===== config.mk =====
export PLATFORM = sky130hd
export DESIGN_NAME = keypad_scanner_flat
export DESIGN_NICKNAME = d
export VERILOG_FILES = /design/src/rtl/keypad_if.sv /design/src/rtl/keypad_scanner.sv /design/src/flat_wrapper.sv
export SDC_FILE = /design/constraint.sdc
export NUM_CORES = 1
export LEC_CHECK = 0
export CORE_ASPECT_RATIO = 1.2
export CORE_MARGIN = 8
export CORE_UTILIZATION = 39
export DETAILED_ROUTE_END_ITERATION = 10
export DONT_BUFFER_PORTS = 1
export GPL_ROUTABILITY_DRIVEN = 0
export SETUP_SLACK_MARGIN = 0.2
export SYNTH_ARGS = -nofsm -noshare
export SYNTH_HDL_FRONTEND = slang
export SYNTH_SLANG_ARGS = --single-unit

===== constraint.sdc =====
create_clock -name clk -period 12.67 [get_ports clk]
set_input_delay 2.534 -clock clk [delete_from_list [all_inputs] [get_ports clk]]
set_output_delay 2.534 -clock clk [all_outputs]
set_load 0.02 [all_outputs]

===== src/rtl/keypad_if.sv =====
// Keypad scanner pin and result bundle: matrix row/column lines plus decoded key and entry outputs.
// Ports: key_col (in, active-low, async), key_row (out, active-low), key_code/key_valid/key_held,
//        entry_value/value_out/value_strobe. No handshake; outputs are pulses and levels.
interface keypad_if;
    logic [3:0]  key_col;
    logic [3:0]  key_row;
    logic [3:0]  key_code;
    logic        key_valid;
    logic        key_held;
    logic [13:0] entry_value;
    logic [13:0] value_out;
    logic        value_strobe;

    // master = the scanner; slave = keypad / consumer side
    modport master (
        input  key_col,
        output key_row, key_code, key_valid, key_held,
        output entry_value, value_out, value_strobe
    );

    modport slave (
        output key_col,
        input  key_row, key_code, key_valid, key_held,
        input  entry_value, value_out, value_strobe
    );
endinterface


===== src/rtl/keypad_scanner.sv =====
// 4x4 matrix keypad scanner: row scan, ghost-rejecting frame classify, press/release debounce, decimal entry.
// Latency: press accepted DEBOUNCE_FRAMES frames after first detection + 1 clock; entry_value 1 clock after key_valid.
// Backpressure: none; key_valid and value_strobe are single-clock pulses that must be consumed when seen.
// Ports: clk, rst (sync, active-high); kp.master carries key_col in, key_row/key_code/key_valid/key_held,
//        entry_value (live 0..9999), value_out (last committed) and value_strobe out.
module keypad_scanner #(
    parameter int SCAN_DIV        = 100_000,
    parameter int DEBOUNCE_FRAMES = 4
) (
    input  logic     clk,
    input  logic     rst,
    keypad_if.master kp
);

    localparam int SLOT_W = (SCAN_DIV > 1) ? $clog2(SCAN_DIV) : 1;
    localparam int CNT_W  = $clog2(DEBOUNCE_FRAMES + 1);

    localparam logic [SLOT_W-1:0] SLOT_LAST = SLOT_W'(SCAN_DIV - 1);
    localparam logic [CNT_W-1:0]  DEB_LAST  = CNT_W'(DEBOUNCE_FRAMES);
    localparam logic [CNT_W-1:0]  CNT_ONE   = CNT_W'(1);

    localparam logic [3:0] CODE_STAR = 4'd12;
    localparam logic [3:0] CODE_HASH = 4'd14;

    typedef enum logic [1:0] {
        ST_IDLE,
        ST_PRESS_DEB,
        ST_HELD,
        ST_REL_DEB
    } state_t;

    // Returns {is_digit, digit} for a key code; letters, '*' and '#' return is_digit=0.
    function automatic logic [4:0] digit_of(input logic [3:0] code);
        case (code)
            4'd0:    digit_of = {1'b1, 4'd1};
            4'd1:    digit_of = {1'b1, 4'd2};
            4'd2:    digit_of = {1'b1, 4'd3};
            4'd4:    digit_of = {1'b1, 4'd4};
            4'd5:    digit_of = {1'b1, 4'd5};
            4'd6:    digit_of = {1'b1, 4'd6};
            4'd8:    digit_of = {1'b1, 4'd7};
            4'd9:    digit_of = {1'b1, 4'd8};
            4'd10:   digit_of = {1'b1, 4'd9};
            4'd13:   digit_of = {1'b1, 4'd0};
            default: digit_of = 5'd0;
        endcase
    endfunction

    // ------------------------------------------------------------------
    // State
    // ------------------------------------------------------------------
    logic [3:0]        col_s1_q, col_s1_d;
    logic [3:0]        col_s2_q, col_s2_d;
    logic [SLOT_W-1:0] slot_q, slot_d;
    logic [1:0]        row_idx_q, row_idx_d;
    logic [3:0]        key_row_q, key_row_d;
    logic [15:0]       map_q, map_d;
    state_t            state_q, state_d;
    logic [3:0]        cand_q, cand_d;
    logic [CNT_W-1:0]  cnt_q, cnt_d;
    logic [3:0]        key_code_q, key_code_d;
    logic              key_valid_q, key_valid_d;
    logic              key_held_q, key_held_d;
    logic [13:0]       entry_q, entry_d;
    logic [13:0]       value_out_q, value_out_d;
    logic              value_strobe_q, value_strobe_d;

    // Combinational helpers
    logic [15:0] frame_map;
    logic [4:0]  hit_cnt;
    logic [3:0]  hit_code;
    logic        frame_key;
    logic        frame_done;
    logic        accept;
    logic [4:0]  dig;
    logic [17:0] prod;

    always_comb begin
        col_s1_d       = kp.key_col;
        col_s2_d       = col_s1_q;
        slot_d         = slot_q;
        row_idx_d      = row_idx_q;
        key_row_d      = key_row_q;
        map_d          = map_q;
        state_d        = state_q;
        cand_d         = cand_q;
        cnt_d          = cnt_q;
        key_code_d     = key_code_q;
        key_valid_d    = 1'b0;
        key_held_d     = key_held_q;
        entry_d        = entry_q;
        value_out_d    = value_out_q;
        value_strobe_d = 1'b0;
        frame_done     = 1'b0;
        accept         = 1'b0;
        dig            = 5'd0;
        prod           = 18'd0;

        // Pressed map including the row being sampled this clock (columns are active-low).
        frame_map = map_q;
        frame_map[{row_idx_q, 2'b00} +: 4] = ~col_s2_q;

        hit_cnt  = 5'd0;
        hit_code = 4'd0;
        for (int i = 0; i < 16; i++) begin
            if (frame_map[i]) begin
                hit_cnt  = hit_cnt + 5'd1;
                hit_code = 4'(i);
            end
        end
        // Multiple keys are treated as no key: the matrix cannot resolve them reliably.
        frame_key = (hit_cnt == 5'd1);

        // Row scan: sample at the end of each slot so the synchronizer has settled on the new row.
        if (slot_q == SLOT_LAST) begin
            slot_d    = '0;
            row_idx_d = row_idx_q + 2'd1;
            key_row_d = {key_row_q[2:0], key_row_q[3]};
            map_d     = frame_map;
            if (row_idx_q == 2'd3) begin
                map_d      = '0;
                frame_done = 1'b1;
            end
        end else begin
            slot_d = slot_q + SLOT_W'(1);
        end

        // Debounce, stepped once per completed frame.
        if (frame_done) begin
            case (state_q)
                ST_IDLE: begin
                    if (frame_key) begin
                        cand_d = hit_code;
                        cnt_d  = CNT_ONE;
                        if (DEBOUNCE_FRAMES == 1) begin
                            accept = 1'b1;
                        end else begin
                            state_d = ST_PRESS_DEB;
                        end
                    end
                end
                ST_PRESS_DEB: begin
                    if (frame_key && (hit_code == cand_q)) begin
                        cnt_d = cnt_q + CNT_ONE;
                        if ((cnt_q + CNT_ONE) == DEB_LAST) begin
                            accept = 1'b1;
                        end
                    end else begin
                        state_d = ST_IDLE;
                        cnt_d   = '0;
                    end
                end
                ST_HELD: begin
                    if (!frame_key) begin
                        if (DEBOUNCE_FRAMES == 1) begin
                            state_d    = ST_IDLE;
                            key_held_d = 1'b0;
                            cnt_d      = '0;
                        end else begin
                            state_d = ST_REL_DEB;
                            cnt_d   = CNT_ONE;
                        end
                    end
                end
                ST_REL_DEB: begin
                    if (frame_key) begin
                        // Key came back before release was confirmed: no new event.
                        state_d = ST_HELD;
                        cnt_d   = '0;
                    end else begin
                        cnt_d = cnt_q + CNT_ONE;
                        if ((cnt_q + CNT_ONE) == DEB_LAST) begin
                            state_d    = ST_IDLE;
                            key_held_d = 1'b0;
                            cnt_d      = '0;
                        end
                    end
                end
                default: begin
                    state_d = ST_IDLE;
                    cnt_d   = '0;
                end
            endcase

            if (accept) begin
                state_d     = ST_HELD;
                cnt_d       = '0;
                key_code_d  = hit_code;
                key_valid_d = 1'b1;
                key_held_d  = 1'b1;
            end
        end

        // Digit entry acts on the registered key event, so it lands one clock after key_valid.
        if (key_valid_q) begin
            dig = digit_of(key_code_q);
            if (dig[4]) begin
                // Wide multiply then reduce: overflow drops the leading digit.
                prod    = 18'(entry_q) * 18'd10 + 18'(dig[3:0]);
                entry_d = 14'(prod % 18'd10000);
            end else if (key_code_q == CODE_STAR) begin
                entry_d = '0;
            end else if (key_code_q == CODE_HASH) begin
                value_out_d    = entry_q;
                value_strobe_d = 1'b1;
                entry_d        = '0;
            end
        end
    end

    always_ff @(posedge clk) begin
        if (rst) begin
            col_s1_q       <= 4'b1111;
            col_s2_q       <= 4'b1111;
            slot_q         <= '0;
            row_idx_q      <= 2'd0;
            key_row_q      <= 4'b1110;
            map_q          <= '0;
            state_q        <= ST_IDLE;
            cand_q         <= 4'd0;
            cnt_q          <= '0;
            key_code_q     <= 4'd0;
            key_valid_q    <= 1'b0;
            key_held_q     <= 1'b0;
            entry_q        <= '0;
            value_out_q    <= '0;
            value_strobe_q <= 1'b0;
        end else begin
            col_s1_q       <= col_s1_d;
            col_s2_q       <= col_s2_d;
            slot_q         <= slot_d;
            row_idx_q      <= row_idx_d;
            key_row_q      <= key_row_d;
            map_q          <= map_d;
            state_q        <= state_d;
            cand_q         <= cand_d;
            cnt_q          <= cnt_d;
            key_code_q     <= key_code_d;
            key_valid_q    <= key_valid_d;
            key_held_q     <= key_held_d;
            entry_q        <= entry_d;
            value_out_q    <= value_out_d;
            value_strobe_q <= value_strobe_d;
        end
    end

    assign kp.key_row      = key_row_q;
    assign kp.key_code     = key_code_q;
    assign kp.key_valid    = key_valid_q;
    assign kp.key_held     = key_held_q;
    assign kp.entry_value  = entry_q;
    assign kp.value_out    = value_out_q;
    assign kp.value_strobe = value_strobe_q;

endmodule


===== src/flat_wrapper.sv =====
// flat-port wrapper written by rule: the top's interface ports become plain ports
module keypad_scanner_flat 
#(
    parameter int SCAN_DIV        = 100_000,
    parameter int DEBOUNCE_FRAMES = 4
)
  (clk, rst, kp_key_col, kp_key_row, kp_key_code, kp_key_valid, kp_key_held, kp_entry_value, kp_value_out, kp_value_strobe);
  keypad_if kp_i ();
  input  logic clk;
  input  logic rst;
  input wire logic [$bits(kp_i.key_col)-1:0] kp_key_col;
  output wire logic [$bits(kp_i.key_row)-1:0] kp_key_row;
  output wire logic [$bits(kp_i.key_code)-1:0] kp_key_code;
  output wire logic [$bits(kp_i.key_valid)-1:0] kp_key_valid;
  output wire logic [$bits(kp_i.key_held)-1:0] kp_key_held;
  output wire logic [$bits(kp_i.entry_value)-1:0] kp_entry_value;
  output wire logic [$bits(kp_i.value_out)-1:0] kp_value_out;
  output wire logic [$bits(kp_i.value_strobe)-1:0] kp_value_strobe;
  assign kp_i.key_col = kp_key_col;
  assign kp_key_row = kp_i.key_row;
  assign kp_key_code = kp_i.key_code;
  assign kp_key_valid = kp_i.key_valid;
  assign kp_key_held = kp_i.key_held;
  assign kp_entry_value = kp_i.entry_value;
  assign kp_value_out = kp_i.value_out;
  assign kp_value_strobe = kp_i.value_strobe;
  keypad_scanner #(.SCAN_DIV(SCAN_DIV), .DEBOUNCE_FRAMES(DEBOUNCE_FRAMES)) u_core (.clk(clk), .rst(rst), .kp(kp_i));
endmodule

* Word-level counts from Yosys, hierarchy flattened *
Memory sizes are Yosys's and may differ from the RTL's. A register that Yosys moved wholly into a read port is not among the register bits.
Cells that the tools add are included.

cells by class
  add/sub/neg operators = 20
  multiply operators = 1
  div/mod/pow operators = 1
  equality and inequality tests = 15
  shift-type cells = 2
  multiplexer cells = 65
  bitwise operators = 5
  reductions and logical operators = 15

operator list
  kind                    count
  $mux 5                  16
  $add 5x1->5 const B     14
  $mux 14                 3
  $mux 4                  10
  $mux 3                  10
  $add 18x4->18           1
  $mod 18x14->18 const B  1
  $add 17x1->17 const B   1
  $eq 17x17->1 const B    1
  $mul 14x3->17 const B   1
  $bwmux 16               1
  $mux 16                 1
  $mux 2                  8
  $shift 4x6->16 const A  1
  $shiftx 4x6->16         1
  $mux 1                  14
  $pmux 3 s4              1
  $eq 4x4->1 const B      2
  $pmux 2 s4              1
  $reduce_and 4->1        2
  $eq 2x2->1 const B      3
  $ne 3x3->1 const B      2
  $neg 4->6               1
  $reduce_and 3->1        2
  20 further kinds        26

storage, ports and cells
  register bits = 91
  bits in read-only memories = 80
  input port bits = 6
  output and inout bits = 39
  logic and storage cells = 140
  memories = 1

memory list
  name              depth  width  read ports  clocked after Yosys merged registers in  write ports  line                  source
  (name not given)  16     5      1           1                                        0            keypad_scanner.sv:34  case (code)

* Longest topological paths before layout *
Gate-level depths: netlist (run 1).

  depth after elaboration = 42
  gate-level depth with buffers = 62
  gate-level depth less buffers = 62

* Least setup slack after synthesis (run 1) *
No wires, ideal clock.

  path kind = flip-flop to flip-flop
  start = reg u_core.row_idx_q[0]
  end = reg with a tool-made name
  setup time = 122 ps
  arrival time = 10685 ps
  data required time = 12548 ps
  slack = 1863 ps
  cell stages (with the launch flop) = 60
  path buffers = 0
  clock period less this slack = 10807 ps
  cells stage by stage = dfxtp_1 inv_1 ha_1 or3b_1 nor2_1 mux2i_1 ha_1 xnor2_1 ha_1 nand2b_1 nand2_1 ha_1 nor2_1 a31oi_1 ha_1 mux2i_1 inv_1 ha_1 (+24 left out) ha_1 nor2_1 a21oi_1 ha_1 nand2b_1 xnor2_1 a21oi_1 nand2_1 o21ai_0 o31a_1 nor3b_1 mux2i_1 nor2_1 inv_1 ha_1 nor3b_1 a21oi_1 o31ai_1

RTL lines
  element                 line                   source
  start, declared         keypad_scanner.sv:55   logic [1:0] row_idx_q, row_idx_d;
  start signal, assigned  keypad_scanner.sv:232  row_idx_q <= row_idx_d;

==> results of run 1 <==
## cell usage in the layout (no fill, tap or decap), types with 7 or more instances in the layout
cell type	count
a211o_1	8
a211oi_1	12
a21o_1	12
a21oi_1	61
a22o_1	8
a31oi_1	24
and2_1	11
and3_1	13
clkbuf_16	9
dfxtp_1	95
ha_1	55
inv_1	27
mux2i_1	40
nand2_1	104
nand2b_1	12
nand3_1	43
nand4_1	14
nor2_1	130
nor2b_1	30
nor3_1	32
nor4b_1	7
o211ai_1	13
o21a_1	9
o21ai_0	64
or2_2	21
or3_1	8
xnor2_1	56
xor2_1	32
## final timing paths
kind / startpoint / end / slack, ns / cells past startpoint
worst max register to register: u_core.row_idx_q[0] / flop / 1.27 / 59
worst min register to register: u_core.col_s1_q[1] / u_core.col_s2_q[1] / 0.41 / 1
worst max-delay path: u_core.row_idx_q[0] / flop / 1.27 / 59
worst min-delay path: u_core.col_s1_q[1] / u_core.col_s2_q[1] / 0.41 / 1
## registers in the layout, indices dropped and copies added, names as in the netlist, named ones only
signal                  count
u_core.row_idx_q            2
u_core.kp.key_valid         1
u_core.col_s1_q             4
u_core.slot_q              17
u_core.cand_q               4
u_core.kp.value_strobe      1
u_core.cnt_q                3
u_core.kp.key_row           4
u_core.kp.key_held          1
u_core.col_s2_q             4
u_core.state_q              2
u_core.kp.key_code          4
u_core.map_q               16
u_core.kp.value_out        14
u_core.kp.entry_value      14
## critical path: cells and delay by family, from the launching register on
kind                     cells  cell delay [ns]
adder cells (fa/ha/maj)     16             4.49
AND/OR/NAND/NOR             19             2.59
AO/OA/AOI/OAI               11             1.83
multiplexers                 5             1.08
buffers and inverters        6             0.51
flip-flops                   1             0.42
XOR/XNOR                     2             0.39
## layer usage
| metal | GRT usage [%] | up-vias | routed length, um |
|---|---|---|---|
| li1 | - | 4129 | - |
| met1 | 19.02 | 3708 | 10290 |
| met2 | 27.85 | 112 | 10840 |
| met3 | 1.544 | 31 | 491 |
| met4 | 4.476 | 0 | 425 |
| met5 | 0 | - | 0 |
## logic make-up after synthesis
family                     count (synthesis)  synth area share (%)
AOI/OAI and AO/OA                        303                 24.08
xor gates and xnor gates                  98                 10.83
adders and majority gates                 58                 8.297
buffers and inverters                     68                 3.178
DFF                                       96                 21.60
muxes                                     46                 5.344
and+or+nand+nor                          469                 26.68
## synthesized netlist by cell type, drive strengths merged, types with 21 or more instances
library cell,count,share of area (%)
nor2b,30,2.1
xnor2,58,5.8
nor3,34,2.1
clkbuf,26,1.1
mux2i,40,4.5
nand3,46,2.8
o21ai,69,4.0
xor2,34,3.5
ha,55,7.7
nor2,132,5.6
or2,21,1.5
a21oi,62,3.5
a31oi,25,1.9
nand2,104,4.4
dfxtp,96,22
inv,27,1.1
## cell type report
type / instances / area, um2
Inverter: 28 / 105.1
Timing Repair Buffer: 5 / 37.54
Fill cell: 2276 / 13010
Clock inverter: 6 / 57.56
Multi-Input combinational cell: 974 / 6726
Sequential cell: 96 / 1923
Tap cell: 279 / 349.1
Clock buffer: 10 / 239.0
## stage by stage
stage,hold WS (ns),setup slack (ns),instance area [um2]
CTS,0.4138,0.6428,9415
global route,0.4306,0.2548,9438
global placement,0.3917,1.079,9119
floorplan,0.3895,1.863,8897
finish,0.4140,1.272,9438
detailed placement,0.3971,0.6945,9119
## power groups by stage
stage	Combinational [mW]	Sequential, mW	Clock, mW
after global placement	0.0359	0.312	0
after global routing	0.0420	0.305	0.293
final	0.0371	0.305	0.274
after CTS	0.0367	0.305	0.280
after floorplan	0.0326	0.311	0
after detailed placement	0.0366	0.312	0
## timing repair
item,CTS,global route
endpoints found under the setup margin,0,10
endpoints found under the hold margin,0,0
resized for setup,0,5
==> impl_metrics.yaml, run 1 <==
place:
  io_buffer_count: 0
  hpwl_um: 17200
  placed_cells: 1382
sta:
  clock.fmax_mhz: 87.73
  worstMarginPinSlew_ns: 1.117
  period_needed_ns: 11.40
  post-route-period-util_pct: 89.96
  finalSetupViolCount: 0
  hold_violations: 0
  slew_headroom_pct: 25.23
  tns_ns: 0
  fin_skew_ns: 0.01304
  rsz0062_at_grt: "false"
  drv_slew: 0
die:
  pin_count: 45
  num_rows: 60
  die-area_um2: 27920
  coreArea_um2: 22450
  initial_core_util_pct: 39.64
  dieWidth_um: 153.9
  die_h_um: 181.5
synth:
  ys_types: 101
  synthArstFlopShare_pct: 0
  yosys_register_bits: 96
  synth.net_count: 1201
  synthFlopType: "dfxtp_1"
  synth_edf_count: 0
  synthCells: 1138
  yosysWarningCount: 0
  ys_seq_area_share_pct: 21.60
  avgSynthCellArea_um2: 7.818
  netlist_area_um2: 8897
pwr:
  power_frac_comb_pct: 6.0
  peakVddDrop_mv: 0.06733
  power_density_nw_per_um2: 65.21
  p_sw_mw: 0.1530
  swShare_pct: 24.86
  p_int_mw: 0.4624
  power_mw: 0.6154
  leakagePower_nw: 3.791
  p_clk_share_pct: 44.5
  p_seq_share_pct: 49.5
detailed_routing:
  vias_per_cell: 5.708
  drc: 0
  dr.pass1.iters: 7
  drt-total-wl_um: 22040
  drtAntennaViolNets: 0
  drtIter0Drc: 319
  wire_per_inst_um: 15.77
  vias: 7980
critical_path:
  cp_slowest_cell: "or3b_1"
  start_kind: "flop"
  path_common_cell: "ha_1"
  worstPathMaxFanout: 9
  criticalPathCategory: "reg2reg"
  crit_required_ns: 12.91
  arrival_ns: 11.63
  endpoint_kind: "flop"
  slowest_delay_ns: 0.49
grt:
  grt_pass1_wl_um: 36710
  grt_start_max_net_pins: 59
  grt_usage_pct: 15.44
  grt_pass1_vias: 7505
  antenna_found_initial: 0
  grt_overflow: 0
cts:
  postCtsSetupRepairBufs: 0
  hold_buffers: 0
  cts_root_buffer: "clkbuf_16"
  cts_tree: "yes"
  htreeDepth: 3
  clk_latency_ns: 0.35
  clk_path_buf_depth: 2
  cts-buffers-inserted: 9
  clkTransAtPathRegs_ns: 0.08
  clock_sinks: 96
final_layout:
  final_util_pct: 42.05
  finalNetCount: 1177
  final_cells: 1398
  syn_to_final_growth_pct: 6.075
  drive_gt1_share_pct: 8.222
  diodes: 0
status:
  outcome: "completed"
job:
  cap_violations: 0
worst_hold_path:
  hold_class: "reg2reg"
Power figures use the tool's default switching activity.
==> inputs of run 2 (changes only) <==
SETUP_SLACK_MARGIN = 0.3   (was 0.2)
TNS_END_PERCENT = 1   (was default)
==> run 2 against run 1 <==
Effect of this change:
- hold slack barely moved
- sequential share of layout area about the same
- non-clock buffer count grew 2
- maximum frequency about the same
- total power is essentially flat
- clock-buffer cell count did not move
==> impl_metrics.yaml, run 2 (synthesis results as in run 1) <==
status:
  outcome: "completed"
cts:
  cts_root_buffer: "clkbuf_16"
  clk_path_buf_depth: 2
  clock_sinks: 96
  clk_latency_ns: 0.35
  clkTransAtPathRegs_ns: 0.07
  htreeDepth: 3
  cts_tree: "yes"
  cts-buffers-inserted: 9
  hold_buffers: 0
sta:
  rsz0062_at_grt: "true"
  worstMarginPinSlew_ns: 1.113
  clock.fmax_mhz: 87.78
  post-route-period-util_pct: 89.91
  tns_ns: 0
  period_needed_ns: 11.39
  finalSetupViolCount: 0
  drv_slew: 0
  fin_skew_ns: 0.01364
  hold_violations: 0
  slew_headroom_pct: 25.53
critical_path:
  timing.rr.end: "u_core.cand_q[3]"
  cp_slowest_cell: "nor4b_2"
  reg2reg_from: "u_core.row_idx_q[0]"
  worstPathMaxFanout: 9
  rrSetupSlack_ns: 1.28
  arrival_ns: 11.63
  criticalPathCategory: "reg2reg"
  path_buf_inv: 5
  crit_required_ns: 12.91
  cp_top_family: "adder cells"
  start_kind: "flop"
  path_common_cell: "ha_1"
  rr_worst_depth: 55
  endpoint_kind: "flop"
  slowest_delay_ns: 0.61
final_layout:
  largest_registers: "u_core.slot_q (17), u_core.map_q (16)"
  largest_register_ffs: 17
  syn_to_final_growth_pct: 6.244
  mostFrequentLayoutCell: "nor2_1"
  finalNetCount: 1179
  regMostFlops: "u_core.slot_q"
  final_cell_mix: "nor2_1 (130), nand2_1 (104), dfxtp_1 (95)"
  diodes: 0
  n_fill_cell: 2276
  drive_gt1_share_pct: 8.385
die:
  initial_core_util_pct: 39.64
  die-area_um2: 27920
  die_h_um: 181.5
  dieWidth_um: 153.9
  coreArea_um2: 22450
  num_rows: 60
  pin_count: 45
worst_hold_path:
  whs_endpoint: "u_core.col_s2_q[3]"
  hold_class: "reg2reg"
  hold_depth: 1
  min_from: "u_core.col_s1_q[3]"
detailed_routing:
  drc: 0
  dr.pass1.iters: 5
  drt-total-wl_um: 22130
  drtIter0Drc: 281
  vias: 8011
  drtAntennaViolNets: 0
  vias_per_cell: 5.722
  wire_per_inst_um: 15.80
pwr:
  p_clk_share_pct: 44.5
  p_int_mw: 0.4624
  leakagePower_nw: 3.802
  p_sw_mw: 0.1530
  power_frac_comb_pct: 6.0
  power_mw: 0.6154
  power_density_nw_per_um2: 65.11
  peakVddDrop_mv: 0.06733
  p_seq_share_pct: 49.5
  swShare_pct: 24.86
grt:
  grt_overflow: 0
  grt_pass1_vias: 7505
  grt_start_max_net_pins: 59
  antenna_found_initial: 0
  grt_usage_pct: 15.44
  grt_pass1_wl_um: 36710
place:
  hpwl_um: 17200
  io_buffer_count: 0
job:
  cap_violations: 0
==> run 2: final cells by class <==
cell class	instances	area [um2]	share of cell area, %
clock buffers	10	239.0	2.528
clock inverters	6	57.56	0.6089
inverters	28	105.1	1.112
multi-input cells	974	6726	71.16
flip-flops and latches	96	1923	20.34
well taps	279	349.1	3.693
repair buffers	7	52.55	0.5559
==> run 2: how the worst max path moves through the flow <==
stage                              startpoint                to  slack (ns)  cells past startpoint
after floorplan           u_core.row_idx_q[0]              flop        1.86                     59
after global placement    u_core.row_idx_q[0]              flop        1.08                     59
after detailed placement  u_core.row_idx_q[0]              flop        0.69                     59
after CTS                 u_core.row_idx_q[0]              flop        0.64                     59
after global routing      u_core.row_idx_q[0]  u_core.cand_q[3]        0.28                     55
final                     u_core.row_idx_q[0]  u_core.cand_q[3]        1.28                     55
==> run 2: what timing repair did <==
action	CTS	global route
gates resized for setup	0	5
setup endpoints to repair	0	13
setup buffers	0	2
==> run 2: power groups by stage <==
stage               sequential, mW  clock (mW)  combinational [mW]
global route                 0.305       0.293              0.0420
CTS                          0.305       0.280              0.0367
global placement             0.312           0              0.0359
detailed placement           0.312           0              0.0366
floorplan                    0.311           0              0.0326
finish                       0.305       0.274              0.0371
==> run 2: metal layers <==
metal,up-vias,share of wire [%],track usage (%)
li1,4131,-,-
met1,3735,47,19.02
met2,114,49,27.85
met3,31,2.1,1.544
met4,0,1.9,4.476
met5,-,0,0
==> run 2: stage by stage <==
step	worst slack [ns]	utilization (%)	std cells	area, um2	hold slack [ns]
6_report	1.278	42.11	1400	9453	0.4143
3_3_place_gp	1.079	40.62	1382	9119	0.3917
5_1_grt	0.2832	42.11	1400	9453	0.4306
2_1_floorplan	1.863	-	1138	8897	0.3895
4_1_cts	0.6428	41.95	1398	9415	0.4138
3_5_place_dp	0.6945	40.62	1382	9119	0.3971
